`config.mk`:
```
export PLATFORM = sky130hd
export DESIGN_NAME = avmm_slave_router
export DESIGN_NICKNAME = d
export VERILOG_FILES = /design/src/rtl/avmm_pkg.sv /design/src/rtl/avmm_slave_router.sv
export SDC_FILE = /design/constraint.sdc
export NUM_CORES = 1
export LEC_CHECK = 0
export ABC_AREA = 1
export ABC_CLOCK_PERIOD_IN_PS = 1250
export BUFFER_PORTS_ARGS = -buffer_cell sky130_fd_sc_hd__buf_2
export CORE_ASPECT_RATIO = 0.5
export CORE_MARGIN = 2
export CORE_UTILIZATION = 42
export CTS_CLUSTER_SIZE = 14
export DETAILED_ROUTE_END_ITERATION = 6
export PLACE_DENSITY = 0.86
export SYNTH_ARGS = -nofsm -noshare
export SYNTH_HDL_FRONTEND = slang
export SYNTH_SLANG_ARGS = --single-unit
```
`constraint.sdc`:
```
create_clock -name clk_i -period 1.25 [get_ports clk_i]
set_input_delay 0.0625 -clock clk_i [delete_from_list [all_inputs] [get_ports clk_i]]
set_output_delay 0.0625 -clock clk_i [all_outputs]
set_load 0.01 [all_outputs]
```
`src/rtl/avmm_pkg.sv`:
```
`default_nettype none
// ============================================================================
// Module      : avmm_pkg
// Description : Shared types and constants for the Avalon-MM slave router:
//               router state encoding, default timeout error pattern and
//               Avalon width defaults.
// Revision    : 1.0 - initial release
// ============================================================================
package avmm_pkg;

  // Router states: accept a command, hold it on the slave, return it upstream
  typedef enum logic [1:0] {
    IDLE  = 2'd0,
    ISSUE = 2'd1,
    DONE  = 2'd2
  } router_state_t;

  localparam int          c_addr_w   = 24;
  localparam int          c_data_w   = 16;
  localparam int          c_be_w     = c_data_w / 8;
  localparam logic [15:0] c_err_data = 16'hDEAD;

endpackage : avmm_pkg
`default_nettype wire

```
`src/rtl/avmm_slave_router.sv`:
```
`default_nettype none
// ============================================================================
// Module      : avmm_slave_router
// Description : Routes single Avalon-MM commands from the EMIF16 bridge to one
//               of two slave windows selected by one address bit. Commands are
//               registered, held until the slave accepts, and aborted with an
//               error read pattern if the slave stalls too long.
// Revision    : 1.0 - initial release
// ============================================================================
module avmm_slave_router
  import avmm_pkg::*;
#(
  parameter int                 ADDR_W         = c_addr_w,
  parameter int                 DATA_W         = c_data_w,
  parameter int                 SEL_BIT        = 23,
  parameter int                 TIMEOUT_CYCLES = 255,
  parameter logic [DATA_W-1:0]  ERR_DATA       = DATA_W'(c_err_data)
) (
  input  logic                  clk_i,
  input  logic                  rst_ni,
  // upstream (bridge) side
  input  logic [ADDR_W-1:0]     s_address_i,
  input  logic [DATA_W-1:0]     s_writedata_i,
  input  logic [DATA_W/8-1:0]   s_byteenable_i,
  input  logic                  s_write_i,
  input  logic                  s_read_i,
  output logic [DATA_W-1:0]     s_readdata_o,
  output logic                  s_waitrequest_o,
  // slave window 0
  output logic [ADDR_W-2:0]     m0_address_o,
  output logic [DATA_W-1:0]     m0_writedata_o,
  output logic [DATA_W/8-1:0]   m0_byteenable_o,
  output logic                  m0_write_o,
  output logic                  m0_read_o,
  input  logic [DATA_W-1:0]     m0_readdata_i,
  input  logic                  m0_waitrequest_i,
  // slave window 1
  output logic [ADDR_W-2:0]     m1_address_o,
  output logic [DATA_W-1:0]     m1_writedata_o,
  output logic [DATA_W/8-1:0]   m1_byteenable_o,
  output logic                  m1_write_o,
  output logic                  m1_read_o,
  input  logic [DATA_W-1:0]     m1_readdata_i,
  input  logic                  m1_waitrequest_i,
  // timeout status
  input  logic                  clr_timeout_i,
  output logic                  timeout_o,
  output logic [7:0]            timeout_cnt_o
);

  localparam int c_be_w_l = DATA_W / 8;
  localparam int c_cnt_w  = (TIMEOUT_CYCLES > 2) ? $clog2(TIMEOUT_CYCLES) : 1;
  localparam logic [c_cnt_w-1:0] c_cnt_last = c_cnt_w'(TIMEOUT_CYCLES - 1);

  router_state_t          r_state;
  router_state_t          w_state_next;

  logic [ADDR_W-2:0]      w_addr_strip;
  logic [ADDR_W-2:0]      r_addr;
  logic [DATA_W-1:0]      r_wdata;
  logic [c_be_w_l-1:0]    r_be;
  logic                   r_sel;
  logic                   r_is_write;
  logic [DATA_W-1:0]      r_rdata;

  logic                   r_m0_read;
  logic                   r_m0_write;
  logic                   r_m1_read;
  logic                   r_m1_write;

  logic [c_cnt_w-1:0]     r_cnt;
  logic                   r_timeout;
  logic [7:0]             r_timeout_cnt;

  logic                   w_req;
  logic                   w_start;
  logic                   w_slave_wait;
  logic [DATA_W-1:0]      w_slave_rdata;
  logic                   w_ack;
  logic                   w_expire;

  assign w_req         = s_read_i | s_write_i;
  assign w_start       = (r_state == IDLE) && w_req;
  assign w_slave_wait  = r_sel ? m1_waitrequest_i : m0_waitrequest_i;
  assign w_slave_rdata = r_sel ? m1_readdata_i    : m0_readdata_i;

  // Drop the window-select bit from the upstream address, closing the gap
  always_comb begin
    w_addr_strip = '0;
    for (int i = 0; i < ADDR_W - 1; i++) begin
      w_addr_strip[i] = (i < SEL_BIT) ? s_address_i[i] : s_address_i[i+1];
    end
  end

  // Next-state decode; acceptance by the slave takes priority over expiry
  always_comb begin
    w_state_next = r_state;
    w_ack        = 1'b0;
    w_expire     = 1'b0;
    case (r_state)
      IDLE: begin
        if (w_req) w_state_next = ISSUE;
      end
      ISSUE: begin
        if (!w_slave_wait) begin
          w_ack        = 1'b1;
          w_state_next = DONE;
        end else if (r_cnt == c_cnt_last) begin
          w_expire     = 1'b1;
          w_state_next = DONE;
        end
      end
      DONE: begin
        w_state_next = IDLE;
      end
      default: begin
        w_state_next = IDLE;
      end
    endcase
  end

  // State register
  always_ff @(posedge clk_i or negedge rst_ni) begin
    if (!rst_ni) r_state <= IDLE;
    else         r_state <= w_state_next;
  end

  // Latch the upstream command when it is first seen in IDLE
  always_ff @(posedge clk_i or negedge rst_ni) begin
    if (!rst_ni) begin
      r_addr     <= '0;
      r_wdata    <= '0;
      r_be       <= '0;
      r_sel      <= 1'b0;
      r_is_write <= 1'b0;
    end else if (w_start) begin
      r_addr     <= w_addr_strip;
      r_wdata    <= s_writedata_i;
      r_be       <= s_byteenable_i;
      r_sel      <= s_address_i[SEL_BIT];
      r_is_write <= s_write_i;
    end
  end

  // Strobe only the selected window; a simultaneous read+write becomes a write
  always_ff @(posedge clk_i or negedge rst_ni) begin
    if (!rst_ni) begin
      r_m0_read  <= 1'b0;
      r_m0_write <= 1'b0;
      r_m1_read  <= 1'b0;
      r_m1_write <= 1'b0;
    end else if (w_start) begin
      r_m0_read  <= !s_address_i[SEL_BIT] && !s_write_i;
      r_m0_write <= !s_address_i[SEL_BIT] &&  s_write_i;
      r_m1_read  <=  s_address_i[SEL_BIT] && !s_write_i;
      r_m1_write <=  s_address_i[SEL_BIT] &&  s_write_i;
    end else if (w_ack || w_expire) begin
      r_m0_read  <= 1'b0;
      r_m0_write <= 1'b0;
      r_m1_read  <= 1'b0;
      r_m1_write <= 1'b0;
    end
  end

  // Cycles spent in ISSUE; zero whenever the router is elsewhere
  always_ff @(posedge clk_i or negedge rst_ni) begin
    if (!rst_ni)                r_cnt <= '0;
    else if (r_state != ISSUE)  r_cnt <= '0;
    else                        r_cnt <= r_cnt + 1'b1;
  end

  // Read data returned upstream; writes leave the last read value in place
  always_ff @(posedge clk_i or negedge rst_ni) begin
    if (!rst_ni)                       r_rdata <= '0;
    else if (w_ack && !r_is_write)     r_rdata <= w_slave_rdata;
    else if (w_expire && !r_is_write)  r_rdata <= ERR_DATA;
  end

  // Sticky timeout flag and saturating count; a new event beats a clear
  always_ff @(posedge clk_i or negedge rst_ni) begin
    if (!rst_ni) begin
      r_timeout     <= 1'b0;
      r_timeout_cnt <= '0;
    end else if (w_expire) begin
      r_timeout     <= 1'b1;
      if (clr_timeout_i)              r_timeout_cnt <= 8'd1;
      else if (r_timeout_cnt != 8'hFF) r_timeout_cnt <= r_timeout_cnt + 8'd1;
    end else if (clr_timeout_i) begin
      r_timeout     <= 1'b0;
      r_timeout_cnt <= '0;
    end
  end

  assign s_waitrequest_o = (r_state != DONE);
  assign s_readdata_o    = r_rdata;

  assign m0_address_o    = r_addr;
  assign m0_writedata_o  = r_wdata;
  assign m0_byteenable_o = r_be;
  assign m0_read_o       = r_m0_read;
  assign m0_write_o      = r_m0_write;

  assign m1_address_o    = r_addr;
  assign m1_writedata_o  = r_wdata;
  assign m1_byteenable_o = r_be;
  assign m1_read_o       = r_m1_read;
  assign m1_write_o      = r_m1_write;

  assign timeout_o       = r_timeout;
  assign timeout_cnt_o   = r_timeout_cnt;

endmodule : avmm_slave_router
`default_nettype wire

```
==> flow_summary_export.csv <==
group,metric,value,unit
cells_and_area,fin_nets,813,
worst_setup_path,cp-start-kind,"flip-flop",
die,start_util,0.428,
worst_setup_path,r2r_start,"r_sel",
cells_and_area,syn_to_final_growth,60.4,%
worst_setup_path,r2r_end,"s_readdata_o[12]",
outcome,violations,"negative setup slack",
sta,fin_skew,0.00287,ns
worst_setup_path,criticalPathCategory,"reg -> reg",
die,row_count,25,
global_routing,track_usage,0.227,
placed_design,hpwlAfterDp,7.79,mm
drt,via_per_inst,4.91,
yosys,syn_nets,574,
global_routing,grt_pass1_vias,3940,
clock_network,cts-root-buf,"clkbuf_16",
sta,fin_crit_sh,1.11,
outcome,status,"finished with violations",
worst_setup_path,max_stage_delay,0.45,ns
clock_network,clk_latency,0.33,ns
min_path,hold_depth,3,
die,ios,193,
clock_network,clock_sinks,82,
global_routing,grt_antenna_before_repair,0,
pwr,seqPwrFrac,0.300,
clock_network,cts-buffers-inserted,9,
pwr,powerDensity,2380,nW/µm²
global_routing,grt-ovfl-total,0,
yosys,synth_seq_cells,82,
placed_design,io_buffers,192,
drt,final_antenna_net_count,0,
die,die_h,72.9,µm
cells_and_area,n_fill_cell,672,
pwr,leakagePower,3.58,nW
worst_setup_path,worstSetupEndpointType,"flip-flop",
min_path,worstHoldPathType,"in -> reg",
yosys,synth_seq_area_share,0.515,
cells_and_area,multi_input_area,1860,µm²
sta,worst_slew_pin_slew,0.403,ns
clock_network,clk_pin_slew,0.06,ns
sta,rsz0062_at_grt,"yes",
yosys,syn-cell-area,3990,µm²
die,die-area,10300,µm²
global_routing,grt_max_degree,29,
min_path,worst_hold_path.endpoint,"m0_write_o",
clock_network,clk_path_buf_depth,2,
drt,drt_pass1_iterations,4,
drt,drc,0,
pwr,power_frac_clock,0.188,
drt,dr_total_vias,4202,
worst_setup_path,crit_required,1.52,ns
pwr,swShare,0.421,
cells_and_area,layout-drive-gt1-share,0.490,
worst_setup_path,r2r_cells,7,
sta,fmax,718,MHz
job,maxCapViolCount,0,
drt,wl,13.6,mm
cells_and_area,regArea,2060,µm²
sta,timing.final.ws_setup,-0.143,ns
worst_setup_path,crit_fanout,6,
drt,routedWlPerCell,15.9,µm
sta,holdWs,0.0167,ns
worst_setup_path,cpMaxStageDelayCell,"dfrtp_2",
placed_design,dp_slack,-0.197,ns
pwr,power_frac_comb,0.511,
sta,finalHoldViolCount,0,
drt,drt_iter0_drc,269,
clock_network,cts_max_level,3,
sta,min_period,1.39,ns
worst_setup_path,cp.arrival,1.66,ns
clock_network,cts_tree,"done",
pwr,switching_power,0.00639,W
min_path,min_from,"s_write_i",
cells_and_area,postLayoutCoreUtil,0.686,
yosys,syn_inst,490,
die,coreArea,9320,µm²
yosys,yosys_warnings,0,
sta,setup_viol,57,
sta,finalMaxSlewViolations,0,
yosys,postSynthAreaPerCell,8.14,µm²
sta,slew_headroom,0.732,
placed_design,routabilityCongestion,0.789,
pwr,max-vdd-ir-drop,1.21,mV
cells_and_area,antenna_cells,0,
yosys,synth_cell_types,26,
worst_setup_path,r2r_setup_slack,-0.14,ns
worst_setup_path,path_cells,"nand2_1 > nand2_2 > nor2_4 > nand2_4 > nand2_2 > nand3_2 > nand2_1",
global_routing,grt_first_pass_wirelength,18.4,mm
pwr,p_int,0.00881,W
die,die_w,142,µm
[sequential cells by signal (all words and copies together) (netlist names)]
signal	cells
timeout_cnt_o	8
r_is_write	1
m0_address_o	23
r_sel	1
m0_byteenable_o	2
m1_write_o	1
r_cnt	8
m0_writedata_o	16
r_state	2
m0_read_o	1
s_readdata_o	16
m0_write_o	1
m1_read_o	1
timeout_o	1
[cells in the mapped netlist (all sizes together)]
cell    instances  area [µm²]
nand2         242         923
nand4           1        6.26
a31oi           1        6.26
o21bai          2        15.0
o21a            1        7.51
clkbuf          8        30.0
nand3          32         165
o21ai           6        30.0
nor2           20         105
or2             1        6.26
inv            25        93.8
ha              3        37.5
mux2i          11         110
xor2            1        8.76
nor3            2        10.0
a21oi           4        20.0
dfrtp          82        2050
buf            48         359
[repair_timing]
item                       CTS  global route
setup endpoints to repair   66            71
hold buffers                43             0
hold endpoints to repair   112             0
pin swaps                    8            11
gates cloned                 2             4
gates resized for setup     20            94
setup buffers                2             6
[logic make-up (layout without fill, tap and decap cells)]
family	Yosys count	in the layout	share of synthesized area
flip-flops	82	82	0.515
AND/OR/NAND/NOR	298	300	0.305
AO/OA/AOI/OAI	14	14	0.0198
buffers and inverters	81	323	0.121
XOR/XNOR	1	1	0.00220
multiplexers	11	11	0.0276
adder cells (fa/ha/maj)	3	3	0.00942
[cell usage in the layout (no fill, tap or decap), types with 5 or more instances in the layout]
| cell | netlist | routed |
|---|---|---|
| nand2_2 | 6 | 46 |
| nand3_1 | 31 | 20 |
| nand3_2 | 1 | 10 |
| dfrtp_1 | 82 | 79 |
| clkbuf_16 | 0 | 12 |
| nor2_1 | 16 | 9 |
| mux2i_1 | 11 | 11 |
| buf_12 | 0 | 6 |
| buf_2 | 2 | 191 |
| dlygate4sd3_1 | 0 | 43 |
| o21ai_0 | 5 | 5 |
| inv_1 | 21 | 20 |
| nand2_4 | 0 | 22 |
| buf_4 | 43 | 34 |
| nor2_4 | 4 | 7 |
| nand2_1 | 236 | 175 |
[routing by layer]
layer  vias to the layer above  GRT usage  share of wire
met5                         -          0              0
met4                         0     0.0911          0.029
met3                        36     0.0459          0.045
met2                       154      0.424           0.55
met1                      2056      0.261           0.38
li1                       1956          -              -
[metrics by stage]
stage | setup TNS (ns) | std cells | cell area, µm² | total power [W]
finish | -3.33 | 855 | 6390 | 0.0152
global route | -6.65 | 855 | 6390 | 0.0161
global placement | -3.01 | 783 | 5090 | 0.0104
CTS | -1.44 | 846 | 5960 | 0.0139
floorplan | -1.68 | 490 | 4030 | 0.00864
detailed placement | -4.84 | 783 | 5090 | 0.0107
[worst max-delay path by stage]
stage | slack [ns] | endpoint | start
after floorplan | -0.11 | timeout_cnt_o[0] | timeout_cnt_o[1]
after global placement | -0.14 | s_readdata_o[10] | r_sel
after detailed placement | -0.20 | s_readdata_o[5] | r_cnt[0]
after CTS | -0.10 | timeout_cnt_o[1] | r_cnt[0]
after global routing | -0.22 | timeout_cnt_o[7] | r_cnt[0]
final | -0.14 | s_readdata_o[12] | r_sel
[layout make-up]
cell class / instances / share of cell area
timing repair buffer: 282 / 0.297
clock inverter: 5 / 0.0121
multi-input combinational: 329 / 0.292
tap: 121 / 0.0237
sequential: 82 / 0.322
clock buffer: 11 / 0.0380
inverter: 25 / 0.0159
[power groups by stage]
stage	clock network, W	logic (W)	registers (W)
3_3_place_gp	0	0.00597	0.00446
5_1_grt	0.00300	0.00840	0.00466
3_5_place_dp	0	0.00616	0.00450
2_1_floorplan	0	0.00378	0.00486
4_1_cts	0.00288	0.00655	0.00449
6_report	0.00286	0.00778	0.00457
[critical path, delay by kind of cell, from the launching register on]
family	cells	cell delay (ns)
and+or+nand+nor	7	0.88
DFF	1	0.45
Power figures use the tool's default switching activity.
